[config.mk]
export PLATFORM = sky130hd
export DESIGN_NAME = lb_window2x2
export DESIGN_NICKNAME = d
export VERILOG_FILES = /design/src/rtl/lb_window2x2.sv
export SDC_FILE = /design/constraint.sdc
export NUM_CORES = 1
export LEC_CHECK = 0
export BUFFER_PORTS_ARGS = -buffer_cell sky130_fd_sc_hd__clkbuf_2
export CAP_MARGIN = 0
export CORE_ASPECT_RATIO = 1.4
export CORE_UTILIZATION = 45
export CTS_BUF_LIST = sky130_fd_sc_hd__clkbuf_16
export DETAILED_ROUTE_END_ITERATION = 10
export PLACE_DENSITY_LB_ADDON = 0.1
export RECOVER_POWER = 50
export SYNTH_ARGS = -nofsm -noshare
export SYNTH_HDL_FRONTEND = slang
export SYNTH_SLANG_ARGS = --single-unit
[constraint.sdc]
create_clock -name clk -period 3.05 [get_ports clk]
set_input_delay 0.1525 -clock clk [delete_from_list [all_inputs] [get_ports clk]]
set_output_delay 0.1525 -clock clk [all_outputs]
set_load 0.05 [all_outputs]
[src/rtl/lb_window2x2.sv]
// 2x2 window generator: pops a raster pixel stream, keeps one previous line,
// and presents each complete 2x2 window over a valid/ready handshake.
module lb_window2x2 #(
  parameter int DW     = 16,
  parameter int LWIDTH = 8,
  parameter int LINES  = 8
) (
  input  logic          clk,
  input  logic          rst_n,
  input  logic [DW-1:0] in_data,
  input  logic          in_empty,
  output logic          in_ren,
  output logic          out_valid,
  input  logic          out_ready,
  output logic [DW-1:0] out_tl,
  output logic [DW-1:0] out_tr,
  output logic [DW-1:0] out_bl,
  output logic [DW-1:0] out_br,
  output logic          out_last
);

  // state | meaning
  // FILL  | row 0 of a frame: line store is being primed, no windows
  // RUN   | rows 1..LINES-1: every pixel with col>0 completes a window

  localparam int CW = (LWIDTH > 1) ? $clog2(LWIDTH) : 1;
  localparam int RW = (LINES > 1) ? $clog2(LINES) : 1;
  localparam logic [CW-1:0] COL_MAX = CW'(LWIDTH - 1);
  localparam logic [RW-1:0] ROW_MAX = RW'(LINES - 1);

  typedef enum logic {FILL, RUN} state_t;

  state_t        state_q, state_d;
  logic [CW-1:0] col_q, col_d;
  logic [RW-1:0] row_q, row_d;
  logic [DW-1:0] top_prev_q, top_prev_d;
  logic [DW-1:0] cur_prev_q, cur_prev_d;
  logic          out_valid_q, out_valid_d;
  logic          out_last_q, out_last_d;
  logic [DW-1:0] out_tl_q, out_tl_d;
  logic [DW-1:0] out_tr_q, out_tr_d;
  logic [DW-1:0] out_bl_q, out_bl_d;
  logic [DW-1:0] out_br_q, out_br_d;
  logic [DW-1:0] linebuf_q [LWIDTH];
  logic [DW-1:0] linebuf_d [LWIDTH];
  logic [DW-1:0] top;
  logic          accept;

  // Gated by rst_n so nothing is popped while the block is held in reset.
  assign in_ren = rst_n && !in_empty && (!out_valid_q || out_ready);
  assign accept = in_ren;
  assign top    = linebuf_q[col_q];

  always_comb begin
    state_d    = state_q;
    col_d      = col_q;
    row_d      = row_q;
    top_prev_d = top_prev_q;
    cur_prev_d = cur_prev_q;
    out_valid_d = out_valid_q;
    out_last_d  = out_last_q;
    out_tl_d   = out_tl_q;
    out_tr_d   = out_tr_q;
    out_bl_d   = out_bl_q;
    out_br_d   = out_br_q;
    linebuf_d  = linebuf_q;

    if (out_valid_q && out_ready) begin
      out_valid_d = 1'b0;
      out_last_d  = 1'b0;
    end

    if (accept) begin
      linebuf_d[col_q] = in_data;
      top_prev_d       = top;
      cur_prev_d       = in_data;

      // A new window overrides the retire above, giving back-to-back streaming.
      if (state_q == RUN && col_q != '0) begin
        out_tl_d    = top_prev_q;
        out_tr_d    = top;
        out_bl_d    = cur_prev_q;
        out_br_d    = in_data;
        out_valid_d = 1'b1;
        out_last_d  = (row_q == ROW_MAX) && (col_q == COL_MAX);
      end

      if (col_q == COL_MAX) begin
        col_d = '0;
        if (row_q == ROW_MAX) begin
          row_d   = '0;
          state_d = FILL;
        end else begin
          row_d   = row_q + 1'b1;
          state_d = RUN;
        end
      end else begin
        col_d = col_q + 1'b1;
      end
    end
  end

  always_ff @(posedge clk or negedge rst_n) begin
    if (!rst_n) begin
      state_q     <= FILL;
      col_q       <= '0;
      row_q       <= '0;
      top_prev_q  <= '0;
      cur_prev_q  <= '0;
      out_valid_q <= 1'b0;
      out_last_q  <= 1'b0;
      out_tl_q    <= '0;
      out_tr_q    <= '0;
      out_bl_q    <= '0;
      out_br_q    <= '0;
    end else begin
      state_q     <= state_d;
      col_q       <= col_d;
      row_q       <= row_d;
      top_prev_q  <= top_prev_d;
      cur_prev_q  <= cur_prev_d;
      out_valid_q <= out_valid_d;
      out_last_q  <= out_last_d;
      out_tl_q    <= out_tl_d;
      out_tr_q    <= out_tr_d;
      out_bl_q    <= out_bl_d;
      out_br_q    <= out_br_d;
    end
  end

  // Line store is not reset: row 0 rewrites every entry before it is read.
  always_ff @(posedge clk) begin
    linebuf_q <= linebuf_d;
  end

  assign out_valid = out_valid_q;
  assign out_last  = out_last_q;
  assign out_tl    = out_tl_q;
  assign out_tr    = out_tr_q;
  assign out_bl    = out_bl_q;
  assign out_br    = out_br_q;

endmodule

Word-level counts from Yosys, hierarchy flattened
Index checks and enable logic that the tools add are counted.
Widths: inputs -> output; s select.
- register bits: 233
- bits of input ports: 20
- add/subtract/negate cells: 2
- order comparisons: 2
- eq/ne operators: 2
- muxes and demuxes: 15
- bitwise operators: 1
- reduce and logical (&&, ||, !) cells: 12
- operators with widths (kind ; count):
    $bwmux 128 ; 1
    $bmux 16 s3 ; 1
    $demux 16 s3 ; 1
    $mux 16 ; 3
    $mux 1 ; 7
    $add 3x1->3 const B ; 2
    $eq 3x3->1 const B ; 2
    $logic_and 1x1->1 ; 6
    $mux 3 ; 2
    $ge 4x4->1 const B ; 1
    $lt 4x1->1 const B ; 1
    $not 3->4 ; 1
    $reduce_and 2->1 ; 2
    $reduce_bool 3->1 ; 1
    $logic_not 1->1 ; 2
    $logic_or 1x1->1 ; 1

Depth between registers and ports, before layout
- word-level depth: 6
- gate-level depth with buffers: 9

Least setup slack after synthesis
OpenSTA, ideal clock, no wires.
- path kind: flip-flop to flip-flop
- from: reg out_valid_q, in the netlist out_valid
- to: reg linebuf_q[100] (netlist name) (enable)
- library setup time: 430 ps
- data arrival time: 2551 ps
- data required time: 2620 ps
- slack: 69 ps
- stages on the path, launching flop included: 4
- buffers on the path: 0
- clock period less this slack: 2981 ps
- cells stage by stage: dfrtp_1 > nand2b_1 > nand2_1 > nor4_1
- cells in the longest elaborated chain, start to end: 3
- ends and longest elaborated chain (element ; line ; source):
    start: declaration ; 38 ; logic out_valid_q, out_valid_d;
    start signal: assignment ; 122 ; out_valid_q <= out_valid_d;
    $logic_not 1->1 ; 50 ; assign in_ren = rst_n && !in_empty && (!out_valid_q || out_ready);
    $logic_or 1x1->1 ; 50 ;
    $logic_and 1x1->1 ; 50 ;
    end signal: assignment ; 133 ; linebuf_q <= linebuf_d;
    end: declaration ; 44 ; logic [DW-1:0] linebuf_q [LWIDTH];
Every way passes these cells.
A chain may end at the register's enable or synchronous reset.

==> impl_metrics.py <==
metrics = {
    "clock_tree": {
        "cts_tree": "yes",
        "clk_pin_slew_worst_paths_ns": 0.07,
        "clk_latency_ns": 0.50,
        "htree_levels": 1,
        "post-cts-setup-buffers": 0,
        "numCtsBuffers": 22,
        "clockBufferDepth": 3,
        "cts_resized": 0,
        "clock_sinks": 233,
        "cts_root_buffer": "clkbuf_16",
        "holdBufCountCts": 12,
    },
    "timing": {
        "finalSetupTns_ns": 0,
        "clock_skew_ns": 0.00780,
        "timing.fmax_mhz": 444,
        "tightest_slew_ns": 1.12,
        "setup_violations": 0,
        "report.final.hold_viol_count": 0,
        "slew_viol_final": 0,
        "period_share_pct": 73.9,
        "rsz0062_at_grt": "no",
        "slew_headroom_pct": 25.1,
        "min_period_ns": 2.25,
    },
    "power": {
        "p_switching_w": 0.00419,
        "power.density_mw_per_mm2": 1050,
        "pwr-share-seq_pct": 40.6,
        "irDropWorstVdd_mv": 0.474,
        "clockPowerShare_pct": 24.5,
        "p_sw_share_pct": 38.1,
        "total_power_w": 0.0110,
        "intPower_w": 0.00679,
        "leakage_nw": 4.01,
        "pwr-share-comb_pct": 35.0,
    },
    "synth": {
        "ys_seq_elements": 233,
        "synth_edf_count": 128,
        "syn_inst": 476,
        "synth_nets": 501,
        "synthArstFlopShare_pct": 45.1,
        "yosysWarnings": 0,
        "yosysSeqAreaShare_pct": 72.3,
        "ys_types": 30,
        "synth_area_mm2": 0.00895,
        "syn_area_per_cell_um2": 18.8,
        "synth_flop_cell": "edfxtp_1",
    },
    "floorplan": {
        "die_height_um": 169,
        "die-area_mm2": 0.0205,
        "io_pins": 87,
        "start_util_pct": 46.2,
        "coreArea_mm2": 0.0194,
        "die_x_um": 121,
        "rows": 60,
    },
    "setup_path": {
        "required_ns": 3.16,
        "crit_path_start": "col_q[1]$_DFFE_PN0P_",
        "crit_slowest_cell": "clkbuf_1",
        "critPathTopFamily": "buffers and inverters",
        "critPathBufInv": 2,
        "reg2reg_to": "linebuf_q[116]$_DFFE_PP_",
        "critPathKind": "flip-flop to flip-flop",
        "r2r-start": "col_q[1]$_DFFE_PN0P_",
        "crit_arrival_ns": 2.36,
        "r2r_cells": 3,
        "endpoint": "linebuf_q[116]$_DFFE_PP_",
        "critPathLaunchType": "flip-flop",
        "slowest_delay_ns": 0.86,
        "endpoint_kind": "flip-flop",
        "path_cells": "buf_4 > nor4_1 > clkbuf_1",
        "rrSetupSlack_ns": 0.80,
        "cp_num_cells": 3,
        "crit_fanout": 36,
    },
    "place": {
        "place.gp.congestion": 0.685,
        "dp_hpwl_um": 10700,
        "port_buffers": 86,
    },
    "global_route": {
        "grt_overflow": 0,
        "antenna_found_initial": 0,
        "grt_pass1_vias": 4882,
        "grt_usage_pct": 17.4,
        "grt_pass1_wl_um": 27000,
        "grt_max_degree": 68,
    },
    "detailed_routing": {
        "drt_iter0_markers": 233,
        "vias": 4542,
        "wl_per_cell_um": 19.7,
        "vias_per_cell": 5.28,
        "route.detailed.drc": 0,
        "firstDrtPassIters": 4,
        "final_antenna_net_count": 0,
        "drt_wl_total_um": 16900,
    },
    "min_path": {
        "hold_class": "input port to flip-flop",
    },
    "flow_run": {
        "max_cap_violations": 0,
    },
    "run_status": {
        "outcome": "finished clean",
    },
    "layout": {
        "drive_gt1_share_pct": 20.4,
        "syn2layout_area_growth_pct": 16.8,
        "final_nets": 621,
        "utilization_pct": 53.9,
        "antenna_cells": 0,
    },
}
==> metal layers <==
| layer | up-vias | GRT usage [%] | share of wire (%) |
|---|---|---|---|
| met5 | - | 0 | 0 |
| met4 | 0 | 4.62 | 1.3 |
| met3 | 17 | 2.43 | 4.2 |
| met2 | 99 | 30.2 | 51 |
| met1 | 2360 | 23.1 | 43 |
| li1 | 2066 | - | - |
==> through the flow <==
| stage | area (µm²) | worst slack, ns | cells | hold WS [ns] |
|---|---|---|---|---|
| after floorplan | 8950 | 0.0687 | 476 | -0.143 |
| after global placement | 9770 | 0.970 | 808 | 0.269 |
| after detailed placement | 9770 | 0.918 | 808 | 0.271 |
| after CTS | 10600 | 0.743 | 860 | 0.00155 |
| after global routing | 10400 | 0.610 | 860 | 0.121 |
| final | 10400 | 0.796 | 860 | 0.0989 |
==> cell families (layout without fill, tap and decap cells) <==
kind of cell	count (synthesis)	in the layout	synth area share, %
DFF	233	233	72.3
muxes	133	133	20.6
buffers and inverters	46	182	2.84
AOI/OAI and AO/OA	37	37	2.21
and+or+nand+nor	22	22	1.31
adders and majority gates	5	5	0.699
==> cells in the mapped netlist (all sizes together) (2+ instances only) <==
master / count / area share (%)
o21ai: 2 / 0.11
inv: 20 / 0.84
dfrtp: 105 / 29
clkbuf: 3 / 0.13
mux2i: 33 / 3.7
nor2: 2 / 0.084
a21oi: 32 / 1.8
nand2: 6 / 0.25
nor3: 2 / 0.11
and4: 2 / 0.20
ha: 5 / 0.70
mux2: 68 / 8.6
nand3: 3 / 0.17
nor4: 4 / 0.28
edfxtp: 128 / 43
a31oi: 2 / 0.14
buf: 23 / 1.9
mux4: 32 / 8.3
==> power groups by stage <==
stage	registers, W	clock network (W)	logic, W
after floorplan	0.00596	0	0.00157
after global placement	0.00448	0	0.00396
after detailed placement	0.00453	0	0.00401
after CTS	0.00447	0.00277	0.00404
after global routing	0.00454	0.00288	0.00409
final	0.00445	0.00269	0.00384
==> state kept, by name (all words and copies together), names as in the netlist <==
signal      count
out_tl         16
cur_prev_q     16
out_bl         16
top_prev_q     16
col_q           3
out_last        1
state_q         1
row_q           3
out_valid       1
out_tr         16
linebuf_q     128
out_br         16
==> worst min-delay path by stage <==
stage	startpoint	to	slack, ns	depth (start not counted)
6_report	in_data[11]	linebuf_q[11]$_DFFE_PP_	0.1	1
5_1_grt	in_data[0]	linebuf_q[64]$_DFFE_PP_	0.12	1
4_1_cts	in_data[11]	linebuf_q[11]$_DFFE_PP_	0.002	1
3_5_place_dp	rst_n	out_tl[2]$_DFFE_PN0P_	0.27	2
3_3_place_gp	rst_n	out_tl[2]$_DFFE_PN0P_	0.27	2
2_1_floorplan	rst_n	col_q[0]$_DFFE_PN0P_	-0.14	0
==> cell usage in the layout, fill, tap and decap left out, types with 5 or more instances in the layout <==
cell | Yosys | final
a21oi_1 | 32 | 32
buf_4 | 2 | 18
edfxtp_1 | 128 | 128
clkinv_1 | 0 | 8
mux2_1 | 24 | 24
dfrtp_1 | 105 | 104
mux4_1 | 7 | 7
clkbuf_1 | 3 | 88
ha_1 | 5 | 5
clkbuf_16 | 0 | 24
mux2_2 | 44 | 44
mux2i_1 | 33 | 33
inv_1 | 19 | 21
nand2_1 | 6 | 6
mux4_2 | 25 | 25
dlygate4sd3_1 | 0 | 12
==> area by class of cell <==
class,instances,area [µm²]
clock buffers,24,601
multi-input cells,197,2240
fillers,1637,8920
flip-flops and latches,233,6470
repair buffers,122,636
inverters,20,75.1
clock inverters,16,118
well taps,248,310
Note: power is estimated with default switching activity, not from simulation.
